`src/rtl/load_store_unit.sv`:
```
// load_store_unit: byte/half/word loads and stores against a single-port data memory
//   with registered read data; sub-word stores are read-modify-write.
// Latency (acceptance edge to first resp_valid): error 1, word store 2, load 3, sub-word store 4.
// Backpressure: one request in flight; req_ready is low until the response handshake completes,
//   and resp_valid/resp_rdata/resp_err hold while resp_ready is low.
// Ports:
//   clk, rst          - clock, synchronous active-high reset
//   req_*             - request channel (valid/ready), latched at acceptance
//   resp_*            - response channel (valid/ready): load data and error flag
//   mem_*             - data memory: word address, write enable, write data, read data
`ifndef ADDR_WIDTH
`define ADDR_WIDTH 8
`endif

module load_store_unit #(
  parameter int W  = 32,
  parameter int AW = `ADDR_WIDTH
) (
  input  logic          clk,
  input  logic          rst,
  input  logic          req_valid,
  output logic          req_ready,
  input  logic          req_write,
  input  logic [AW-1:0] req_addr,
  input  logic [1:0]    req_off,
  input  logic [1:0]    req_size,
  input  logic          req_unsigned,
  input  logic [W-1:0]  req_wdata,
  output logic          resp_valid,
  input  logic          resp_ready,
  output logic [W-1:0]  resp_rdata,
  output logic          resp_err,
  output logic [AW-1:0] mem_addr,
  output logic          mem_write,
  output logic [W-1:0]  mem_wdata,
  input  logic [W-1:0]  mem_rdata
);

  localparam logic [1:0] SZ_BYTE = 2'b00;
  localparam logic [1:0] SZ_HALF = 2'b01;
  localparam logic [1:0] SZ_WORD = 2'b10;
  localparam logic [1:0] SZ_ILL  = 2'b11;

  typedef enum logic [2:0] {IDLE, RD, RD_DATA, WR, RESP} state_t;

  state_t        state_q, state_d;
  logic          write_q;
  logic [AW-1:0] addr_q;
  logic [1:0]    off_q;
  logic [1:0]    size_q;
  logic          uns_q;
  logic [W-1:0]  wdata_q;   // store data; replaced by the merged word during RMW
  logic [W-1:0]  rdata_q;
  logic          err_q;

  logic          req_err;
  logic [7:0]    byte_sel;
  logic [15:0]   half_sel;
  logic [W-1:0]  load_val;
  logic [W-1:0]  merge_val;

  // Misaligned or illegal sizes are decided on the live request at acceptance.
  assign req_err = (req_size == SZ_ILL) ||
                   ((req_size == SZ_HALF) && req_off[0]) ||
                   ((req_size == SZ_WORD) && (req_off != 2'b00));

  assign req_ready  = (state_q == IDLE) && !rst;
  assign mem_write  = (state_q == WR) && !rst;   // a reset edge in WR must not commit the write
  assign resp_valid = (state_q == RESP);
  assign resp_rdata = rdata_q;
  assign resp_err   = err_q;
  assign mem_addr   = addr_q;
  assign mem_wdata  = wdata_q;

  // Lane extraction for loads and lane replacement for sub-word stores.
  always_comb begin
    byte_sel  = mem_rdata[{off_q, 3'b000} +: 8];
    half_sel  = mem_rdata[{off_q[1], 4'b0000} +: 16];
    load_val  = mem_rdata;
    merge_val = mem_rdata;
    case (size_q)
      SZ_BYTE: begin
        load_val = uns_q ? {{(W-8){1'b0}}, byte_sel} : {{(W-8){byte_sel[7]}}, byte_sel};
        merge_val[{off_q, 3'b000} +: 8] = wdata_q[7:0];
      end
      SZ_HALF: begin
        load_val = uns_q ? {{(W-16){1'b0}}, half_sel} : {{(W-16){half_sel[15]}}, half_sel};
        merge_val[{off_q[1], 4'b0000} +: 16] = wdata_q[15:0];
      end
      default: ;
    endcase
  end

  always_comb begin
    state_d = state_q;
    case (state_q)
      IDLE: begin
        if (req_valid) begin
          if (req_err)                              state_d = RESP;
          else if (req_write && req_size == SZ_WORD) state_d = WR;
          else                                      state_d = RD;
        end
      end
      RD:      state_d = RD_DATA;
      RD_DATA: state_d = write_q ? WR : RESP;
      WR:      state_d = RESP;
      RESP:    if (resp_ready) state_d = IDLE;
      default: state_d = IDLE;
    endcase
  end

  always_ff @(posedge clk) begin
    if (rst) begin
      state_q <= IDLE;
      write_q <= 1'b0;
      addr_q  <= '0;
      off_q   <= '0;
      size_q  <= '0;
      uns_q   <= 1'b0;
      wdata_q <= '0;
      rdata_q <= '0;
      err_q   <= 1'b0;
    end else begin
      state_q <= state_d;
      if (state_q == IDLE && req_valid) begin
        write_q <= req_write;
        addr_q  <= req_addr;
        off_q   <= req_off;
        size_q  <= req_size;
        uns_q   <= req_unsigned;
        wdata_q <= req_wdata;
        rdata_q <= '0;          // stores and errors respond with zero data
        err_q   <= req_err;
      end
      if (state_q == RD_DATA) begin
        if (write_q) wdata_q <= merge_val;
        else         rdata_q <= load_val;
      end
    end
  end

endmodule

```
`config.mk`:
```
export PLATFORM = sky130hd
export DESIGN_NAME = load_store_unit
export DESIGN_NICKNAME = d
export VERILOG_FILES = /design/src/rtl/load_store_unit.sv
export SDC_FILE = /design/constraint.sdc
export NUM_CORES = 1
export LEC_CHECK = 0
export ABC_AREA = 1
export CELL_PAD_IN_SITES_DETAIL_PLACEMENT = 1
export CELL_PAD_IN_SITES_GLOBAL_PLACEMENT = 1
export CORE_MARGIN = 2
export CORE_UTILIZATION = 32
export CTS_CLUSTER_SIZE = 16
export DETAILED_ROUTE_END_ITERATION = 8
export GPL_TIMING_DRIVEN = 0
export PLACE_DENSITY = 0.85
export SYNTH_ARGS = -nofsm -noshare
export SYNTH_HDL_FRONTEND = slang
export SYNTH_SLANG_ARGS = --single-unit
```
`constraint.sdc`:
```
create_clock -name clk -period 2.4 [get_ports clk]
set_input_delay 0.48 -clock clk [delete_from_list [all_inputs] [get_ports clk]]
set_output_delay 0.48 -clock clk [all_outputs]
set_load 0.005 [all_outputs]
```
* Yosys cells after proc, flatten, opt, wreduce, memory -nomap -nowiden
Cells that the tools add are included.
** Cells by class
- Multiplexer cells :: 18
- Reduce and logical (&&, ||, !) cells :: 13
- Equal/unequal tests :: 10
- Shift-type cells :: 6
- $add $sub $neg :: 2
** Operators by type and width (number)
- 32-bit 2-to-1 mux :: 8
- 32-bit case mux with 2 select lines :: 2
- 32-bit bitwise mux :: 2
- 16-bit by 7-bit variable shift with 32-bit output (first input constant) :: 1
- 8-bit by 7-bit variable shift with 32-bit output (first input constant) :: 1
- 16-bit by 7-bit indexed part select with 32-bit output :: 1
- 32-bit by 6-bit indexed part select with 16-bit output :: 1
- 32-bit by 6-bit indexed part select with 8-bit output :: 1
- 8-bit by 7-bit indexed part select with 32-bit output :: 1
- 3-bit case mux with 5 select lines :: 1
- 5-bit negation with 7-bit output :: 2
- 3-bit 2-to-1 mux :: 4
- 3-bit by 2-bit == test with 1-bit output (second input constant) :: 2
- 1-bit logical AND :: 6
- 2-bit by 1-bit == test with 1-bit output (second input constant) :: 2
- 2-bit == test (second input constant) :: 2
- 3-bit by 1-bit == test with 1-bit output (second input constant) :: 1
- 3-bit == test (second input constant) :: 1
- 3-bit logical NOT :: 1
- 2-bit logical NOT :: 1
- 1-bit logical OR :: 2
- 2-bit 2-to-1 mux :: 1
- 2-bit by 1-bit inequality test with 1-bit output (second input constant) :: 1
- 2-bit inequality test (second input constant) :: 1
- 3 further kinds :: 3
** Word-level totals
- Output and inout port bits :: 76
- Flip-flop bits (word level) :: 82
- Bits of input ports :: 82
- Logic and storage cells :: 58

* Depth between registers and ports, before layout
Gate-level depths: netlist of run 1.
- Depth after elaboration :: 7
- Depth in mapped cells :: 13
- Gate-level depth less buffers :: 11

* Worst setup path before layout of run 1
OpenSTA, ideal clock, no wires.
- Path type :: register -> register
- Start point :: register off_q[1]
- End point :: register wdata_q[1] (netlist: mem_wdata[1])
- Data required time :: 2.336 ns
- Library setup time :: 0.064 ns
- Buffers on the path :: 2
- Stages on the path, launching flop included :: 11
- Clock period less this slack :: 1.958 ns
- Arrival time :: 1.894 ns
- Setup slack :: 0.442 ns
- Cells stage by stage :: dfxtp_1 -> buf_2 -> clkinv_1 -> clkbuf_1 -> ha_1 -> inv_1 -> nand3_1 -> o21ai_1 -> and2_1 -> nor2_1 -> nor2_1
** On the way
- Cells in the longest elaborated chain, start to end :: 6
- Elaborated cells between the ends (all ways) :: 11
- Classes of those cells :: add/sub (2); shift (4); mux (5)
** RTL lines
- from (decl) :: RTL line 49 : logic [1:0] off_q;
- from (signal assigned) :: RTL line 128 : off_q <= req_off;
- 5-bit negation with 7-bit output (on tied branches) :: RTL line 88, 84
- 16-bit by 7-bit indexed part select with 32-bit output (tied with other cells) :: RTL line 88 : merge_val[{off_q[1], 4'b0000} +: 16] = wdata_q[15:0];
- 32-bit bitwise mux (on tied branches) :: RTL line 88, 84
- 32-bit case mux with 2 select lines (*) :: RTL line 81 : case (size_q)
- 32-bit 2-to-1 mux (*) :: RTL line 136 : if (write_q) wdata_q <= merge_val;
- 32-bit 2-to-1 mux (*) :: RTL line 135 : if (state_q == RD_DATA) begin
- to (signal assigned) :: RTL line 131 : wdata_q <= req_wdata;
- to (signal assigned) :: RTL line 136
- to (decl) :: RTL line 52 : logic [W-1:0] wdata_q;
Mark *: on every way between the ends. The rest lies on a longest branch, timed or not.
A chain may end at the register's enable or synchronous reset.

* Final worst setup path of run 1
- Start point :: register off_q[1]
- End point :: register wdata_q[30] (netlist: mem_wdata[30])
Same word-level chain as after synthesis.

==> results.md, run 1 <==
* Cells after synthesis at 954
* Pwr Total at 4.71 mW
* Cell variety after synth at 27
* Max Clk Rate at 451 MHz
* DRC Markers at 0
* Static Leakage at 3.48 nW
* Initial antenna violation count at 0
* Nets at 1207
* Min-Delay Startpoint: uns_q$_SDFFE_PP0P_
* DRT antenna net count at 0
* Clock latency on the worst-skew pair at 360 ps
* Setup TNS at 0 ps
* Mean Syn Cell Area at 5.67 sq um
* Initial DRC count at 372
* CP Capture Type: register
* Final hold vios at 0
* Via count at 6776
* Post-synth EDFFs at 0
* Share of cells above drive strength 1 at 5.79%
* Final Skew at 10.5 ps
* HP Class: reg2reg
* Routability cong. at 0.929
* Largest net degree at the start of global routing at 19
* Seq/Total Area, Yosys at 30.3%
* CTS max path bufs at 2
* Vias/cell at 5.05
* Clk pin slew, worst setup/hold paths at 60 ps
* Max Cap Violations at 0
* Die width at 134 um
* CTS HTree Levels at 3
* PD cells at 622 mW/mm^2
* GRT Util Overall at 25.7%
* Routed length per instance at 17.2 um
* Setup CP Type: reg2reg
* DRT Pass-1 Iters at 5
* Worst path arrival time at 2510 ps
* Post-synth net total at 1041
* Slew Limit Fails at 0
* Synth Flop Type: dfxtp_1
* Unrepaired setup endpoints after global routing: false
* Port-buffer cells at 157
* Least-Margin Pin Slew at 702 ps
* Vias in the first global route at 6731
* Finish-stage setup viols at 0
* Critical Path Start: off_q[1]$_SDFFE_PP0P_
* Post-CTS setup buffers at 0
* Synth-to-layout area growth at 39.8%
* Starting Density at 32.6%
* Period utilization at 92.4%
* Post-Syn Area at 0.00541 sq mm
* Setup crit start kind: register
* Top fanout value on the critical path at 18
* # clock sinks at 82
* Die area at 0.0180 sq mm
* Core footprint at 0.0166 sq mm
* Required @ worst endpoint at 2690 ps
* Run status: finished, final reports clean
* Clock Root Buffer: clkbuf_16
* Critical R2R Launch: off_q[1]$_SDFFE_PP0P_
* DP Wirelength at 17900 um
* Yosys warns at 0
* CTS buffer count at 9
* Antenna diodes at 0
* Register bit count reported by yosys at 82
* CTS tree: done
* I/O pin total at 158
* Grt ovf at 0
* Async S/R FF share, synth at 0%
* Die height at 134 um
* Total wire length at 23100 um
* Maximum vdd ir drop at 377 uV
* First-pass GRT wire length at 36000 um
* Final critical-path required period at 2220 ps
* Rel. slew slack at 53.2%
* Standard-cell row count at 47
[metrics by stage]
step	instances	area [sq um]	utilization [%]	hold slack, ps	setup slack, ps
floorplan	954	5410	-	445	442
global placement	1331	7260	43.8	488	-257
detailed placement	1331	7260	43.8	489	-270
CTS	1344	7570	45.7	498	9.87
global route	1343	7570	45.6	529	10.0
finish	1343	7570	45.6	492	182
[final timing paths]
path / endpoint / slack, ps / cells after the start
setup reg to reg: mem_wdata[30]$_SDFF_PP0_ / 180 / 8
hold / removal: uns_q$_SDFFE_PP0P_ / 490 / 2
setup / recovery: mem_wdata[30]$_SDFF_PP0_ / 180 / 8
hold reg to reg: uns_q$_SDFFE_PP0P_ / 490 / 2
[cell type report]
| class | instances | area [sq um] |
|---|---|---|
| Buffer | 52 | 283 |
| Clock buffer | 9 | 225 |
| Clock inverter | 5 | 81.3 |
| Fill cell | 2265 | 9010 |
| Inverter | 47 | 178 |
| Multi-Input combinational cell | 771 | 3310 |
| Sequential cell | 82 | 1640 |
| Tap cell | 220 | 275 |
| Timing Repair Buffer | 157 | 1570 |
[synthesized netlist by cell type, types with 3 or more instances]
master / instances / share of area [%]
nand2_1: 439 / 30
nor2_1: 115 / 8.0
a21oi_1: 91 / 8.4
dfxtp_1: 82 / 30
nand3_1: 65 / 6.0
inv_1: 32 / 2.2
buf_2: 19 / 1.8
o21ai_0: 17 / 1.6
clkbuf_1: 14 / 0.97
o211ai_1: 14 / 1.9
buf_1: 11 / 0.76
nand3b_1: 9 / 1.2
clkinv_1: 8 / 0.55
buf_6: 7 / 1.5
inv_2: 7 / 0.49
ha_1: 5 / 1.2
nand2_2: 4 / 0.46
nor2_4: 4 / 0.83
buf_4: 3 / 0.42
[logic make-up (layout without fill, tap and decap cells)]
family                   Yosys count  count (layout)  synth area share (%)
AND/OR/NAND/NOR                  642             642                  47.8
AO/OA/AOI/OAI                    124             124                  12.1
buffers and inverters            101             270                  8.62
flip-flops                        82              82                  30.3
adder cells (fa/ha/maj)            5               5                  1.16
[power breakdown]
| part | total, mW | internal, mW | switching, mW |
|---|---|---|---|
| combinational | 1.63 | 0.637 | 0.993 |
| sequential | 1.58 | 1.48 | 0.0960 |
| clock | 1.50 | 0.900 | 0.605 |
[layout by cell type, fill, tap and decap left out, types with 2 or more instances in the layout]
master           instances
buf_4                    3
nand2_1                439
nand3b_1                 9
nor2_4                   4
bufinv_16                2
clkbuf_1                13
nand3_1                 65
clkinv_2                 2
ha_1                     5
nor2_1                 113
inv_1                   32
clkbuf_16                9
a21oi_1                 91
buf_2                   19
o21ai_0                 17
clkdlybuf4s50_1        157
o211ai_1                14
clkinv_1                 7
dfxtp_1                 82
inv_2                    7
buf_1                   10
buf_6                    7
nand2_2                  4
nor2_2                   3
[state kept, by name (all words and copies together), names as in the netlist]
signal and flops:
uns_q 1, off_q 2, resp_rdata 32, mem_wdata 32, size_q 2, resp_err 1, write_q 1, mem_addr 8
state_q 3
[repair_timing]
item	4_1_cts	5_1_grt
hold buffers	0	0
gates resized for setup	4	0
setup endpoints to repair	21	18
[per-layer routing]
| metal | part of all wire [%] | track usage [%] |
|---|---|---|
| met1 | 46 | 34.0 |
| met2 | 47 | 43.5 |
| met3 | 5.0 | 3.63 |
| met4 | 2.0 | 7.60 |
| met5 | 0 | 0 |
[worst max-delay path, stage by stage (launching register included)]
cell	delay, ps
dfxtp_1	370
buf_2	190
clkinv_2	240
ha_1	400
nor3_2	480
nand2_1	130
a21oi_1	180
nor2_1	80
nor2_1	80
Note: power is estimated with default switching activity, not from simulation.
==> inputs of run 2 (changes only) <==
--- a/config.mk
+++ b/config.mk
@@ -14,6 +14,7 @@
 export DETAILED_ROUTE_END_ITERATION = 8
 export GPL_TIMING_DRIVEN = 0
 export PLACE_DENSITY = 0.85
+export SLEW_MARGIN = 25
 export SYNTH_ARGS = -nofsm -noshare
 export SYNTH_HDL_FRONTEND = slang
 export SYNTH_SLANG_ARGS = --single-unit
==> results of run 2 <==
Final layout, timing and power as in run 1 (identical DEF).
==> inputs of run 3 (changes only) <==
--- a/config.mk
+++ b/config.mk
@@ -10,8 +10,10 @@
 export CELL_PAD_IN_SITES_GLOBAL_PLACEMENT = 1
 export CORE_MARGIN = 2
 export CORE_UTILIZATION = 32
+export CTS_CLUSTER_DIAMETER = 40
 export CTS_CLUSTER_SIZE = 16
 export DETAILED_ROUTE_END_ITERATION = 8
+export GPL_ROUTABILITY_DRIVEN = 0
 export GPL_TIMING_DRIVEN = 0
 export PLACE_DENSITY = 0.85
 export SLEW_MARGIN = 25
==> results.md, run 3 (same netlist as run 1, synthesis figures left out) <==
* Standard-cell row count at 47 (unchanged)
* Sequential share of power at 33.0% (-0.5 points)
* Commonest non-fill, non-tap cells in the layout: nand2_1 (439), clkdlybuf4s50_1 (157), nor2_1 (113)
* DRC Markers at 0 (unchanged)
* CTS tree: done
* Final Cell Area at 0.00760 sq mm (+0.43%)
* Hold Slack at 506 ps (+13.8 ps)
* Starting Density at 32.6% (unchanged)
* DRT Pass-1 Iters at 5 (unchanged)
* Grt ovf at 0 (unchanged)
* Vias/cell at 5.05 (about the same)
* First-pass GRT wire length at 36500 um (+1.4%)
* Run status: finished, final reports clean
* Nets at 1207 (unchanged)
* Rel. slew slack at 53.8% (+0.58 points)
* Core footprint at 0.0166 sq mm (unchanged)
* Register-to-register setup slack at 100 ps (-80 ps)
* CTS max path bufs at 2 (unchanged)
* Max Clk Rate at 435 MHz (-3.6%)
* Max Cap Violations at 0 (unchanged)
* CTS buffer count at 9 (unchanged)
* Min-Delay Startpoint: uns_q$_SDFFE_PP0P_
* Die area at 0.0180 sq mm (unchanged)
* Setup TNS at 0 ps (unchanged)
* Pwr Total at 4.79 mW (+1.8%)
* GRT Util Overall at 26.0% (+0.34 points)
* Antenna diodes at 0 (unchanged)
* Unrepaired setup endpoints after global routing: false
* Total wire length at 23500 um (+1.8%)
* Via count at 6792 (+0.24%)
* Worst path arrival time at 2590 ps (+80 ps)
* DP Wirelength at 18000 um (+0.86%)
* Least-Margin Pin Slew at 693 ps (-8.63 ps)
* Largest net degree at the start of global routing at 19 (unchanged)
* Placement Cell Area at 0.00726 sq mm (unchanged)
* Hold path cells at 2 (unchanged)
* Placed Cells incl. Taps at 1331 (unchanged)
* # clock sinks at 82 (unchanged)
* Final hold vios at 0 (unchanged)
* Setup crit start kind: register
* Clock Power Share at 32.7% (+0.8 points)
* Static Leakage at 3.49 nW (+0.37%)
* Share of cells above drive strength 1 at 5.96% (+0.17 points)
* Period utilization at 95.8% (+3.4 points)
* Commonest non-fill, non-tap cell in the layout: nand2_1
* Combinational Power Share at 34.3% (-0.3 points)
* Initial antenna violation count at 0 (unchanged)
* Routing usage on met1 at 34.0% (-0.046 points)
* Int Power at 3.07 mW (+1.7%)
* Final critical-path required period at 2300 ps (+81.8 ps)
* Routed length per instance at 17.5 um (+1.6%)
* Synth-to-layout area growth at 40.4%
* HP Class: reg2reg
* PD cells at 631 mW/mm^2 (+1.3%)
* Top fanout value on the critical path at 14 (-4)
* DRT antenna net count at 0 (unchanged)
* Worst R2R End: mem_wdata[14]$_SDFF_PP0_
* CTS HTree Levels at 3 (unchanged)
* Slew Limit Fails at 0 (unchanged)
* Global routing met3 resource utilization at 3.06% (-0.57 points)
* Clock Root Buffer: clkbuf_16
* I/O pin total at 158 (unchanged)
* Die height at 134 um (unchanged)
* Required @ worst endpoint at 2690 ps (about the same)
* Clk pin slew, worst setup/hold paths at 70 ps (about the same)
* Port-buffer cells at 157 (unchanged)
* P_sw at 1.73 mW (+1.9%)
* Worst Hold End: uns_q$_SDFFE_PP0P_
* Setup CP Type: reg2reg
* Met2 track demand over resource at 43.5% (unchanged)
* Die width at 134 um (unchanged)
* Finish-stage setup viols at 0 (unchanged)
* GRT Max-Usage Layer: met2
* Final Skew at 7.25 ps (-3.29 ps)
* Initial DRC count at 444 (+19%)
* Worst reg2reg path depth at 8 (unchanged)
* Finished Layout Cells at 1345 (+0.15%)
* Maximum vdd ir drop at 367 uV (-2.6%)
* Vias in the first global route at 6845 (+1.7%)
* Clock latency on the worst-skew pair at 350 ps (about the same)
* Critical R2R Launch: off_q[0]$_SDFFE_PP0P_
* CP Capture Type: register
* Sw frac at 36.0% (+0.054 points)
-- run 3: cell count changes in the layout (fill, tap and decap cells not counted), sizes merged --
cell	change
clkbuf	+2
-- run 3: cell type report --
cell class                 instances  area (sq um)
timing repair buffer             157          1570
clock buffer                      11           243
clock inverter                     5          86.3
fill                            2280          8980
sequential                        82          1640
tap                              220           275
buffer                            52           283
inverter                          47           181
multi-input combinational        771          3320
-- run 3: per-layer routing --
| metal | vias to the layer above | wire [um] |
|---|---|---|
| li1 | 3335 | - |
| met1 | 3193 | 10500 |
| met2 | 214 | 11000 |
| met3 | 50 | 1240 |
| met4 | 0 | 784 |
| met5 | - | 0 |
-- run 3: how the worst max path moves through the flow --
stage / startpoint / end / slack [ps]
after detailed placement: off_q[1]$_SDFFE_PP0P_ / mem_wdata[14]$_SDFF_PP0_ / -360
after global routing: off_q[0]$_SDFFE_PP0P_ / mem_wdata[14]$_SDFF_PP0_ / 10
final: off_q[0]$_SDFFE_PP0P_ / mem_wdata[14]$_SDFF_PP0_ / 100
after floorplan: off_q[1]$_SDFFE_PP0P_ / mem_wdata[1]$_SDFF_PP0_ / 440
after CTS: off_q[0]$_SDFFE_PP0P_ / mem_wdata[22]$_SDFF_PP0_ / 20
after global placement: off_q[1]$_SDFFE_PP0P_ / mem_wdata[8]$_SDFF_PP0_ / -290
-- run 3: timing repair --
action,in CTS,in global routing
setup buffers,0,0
gates resized for setup,3,3
endpoints found under the setup margin,32,24
hold buffers,0,0
-- run 3: metrics by stage --
stage,setup slack [ps],util [%]
after CTS,20.8,45.8
after detailed placement,-356,43.8
after floorplan,442,-
final,100,45.8
after global placement,-294,43.8
after global routing,13.0,45.8
-- run 3: critical path: stages, from the launching register on --
cell and delay (ps):
dfxtp_1 490, clkinvlp_4 360, ha_1 480, nand2_1 110, nor2_2 280, nand2_1 120
a21oi_1 220, nor2_1 80, nor2_1 110
-- run 3: power groups by stage --
stage / clock (mW) / sequential (mW) / combinational [mW]
3_3_place_gp: 0 / 1.60 / 1.57
2_1_floorplan: 0 / 1.59 / 0.889
5_1_grt: 1.65 / 1.60 / 1.81
3_5_place_dp: 0 / 1.61 / 1.61
6_report: 1.57 / 1.58 / 1.64
4_1_cts: 1.58 / 1.58 / 1.62
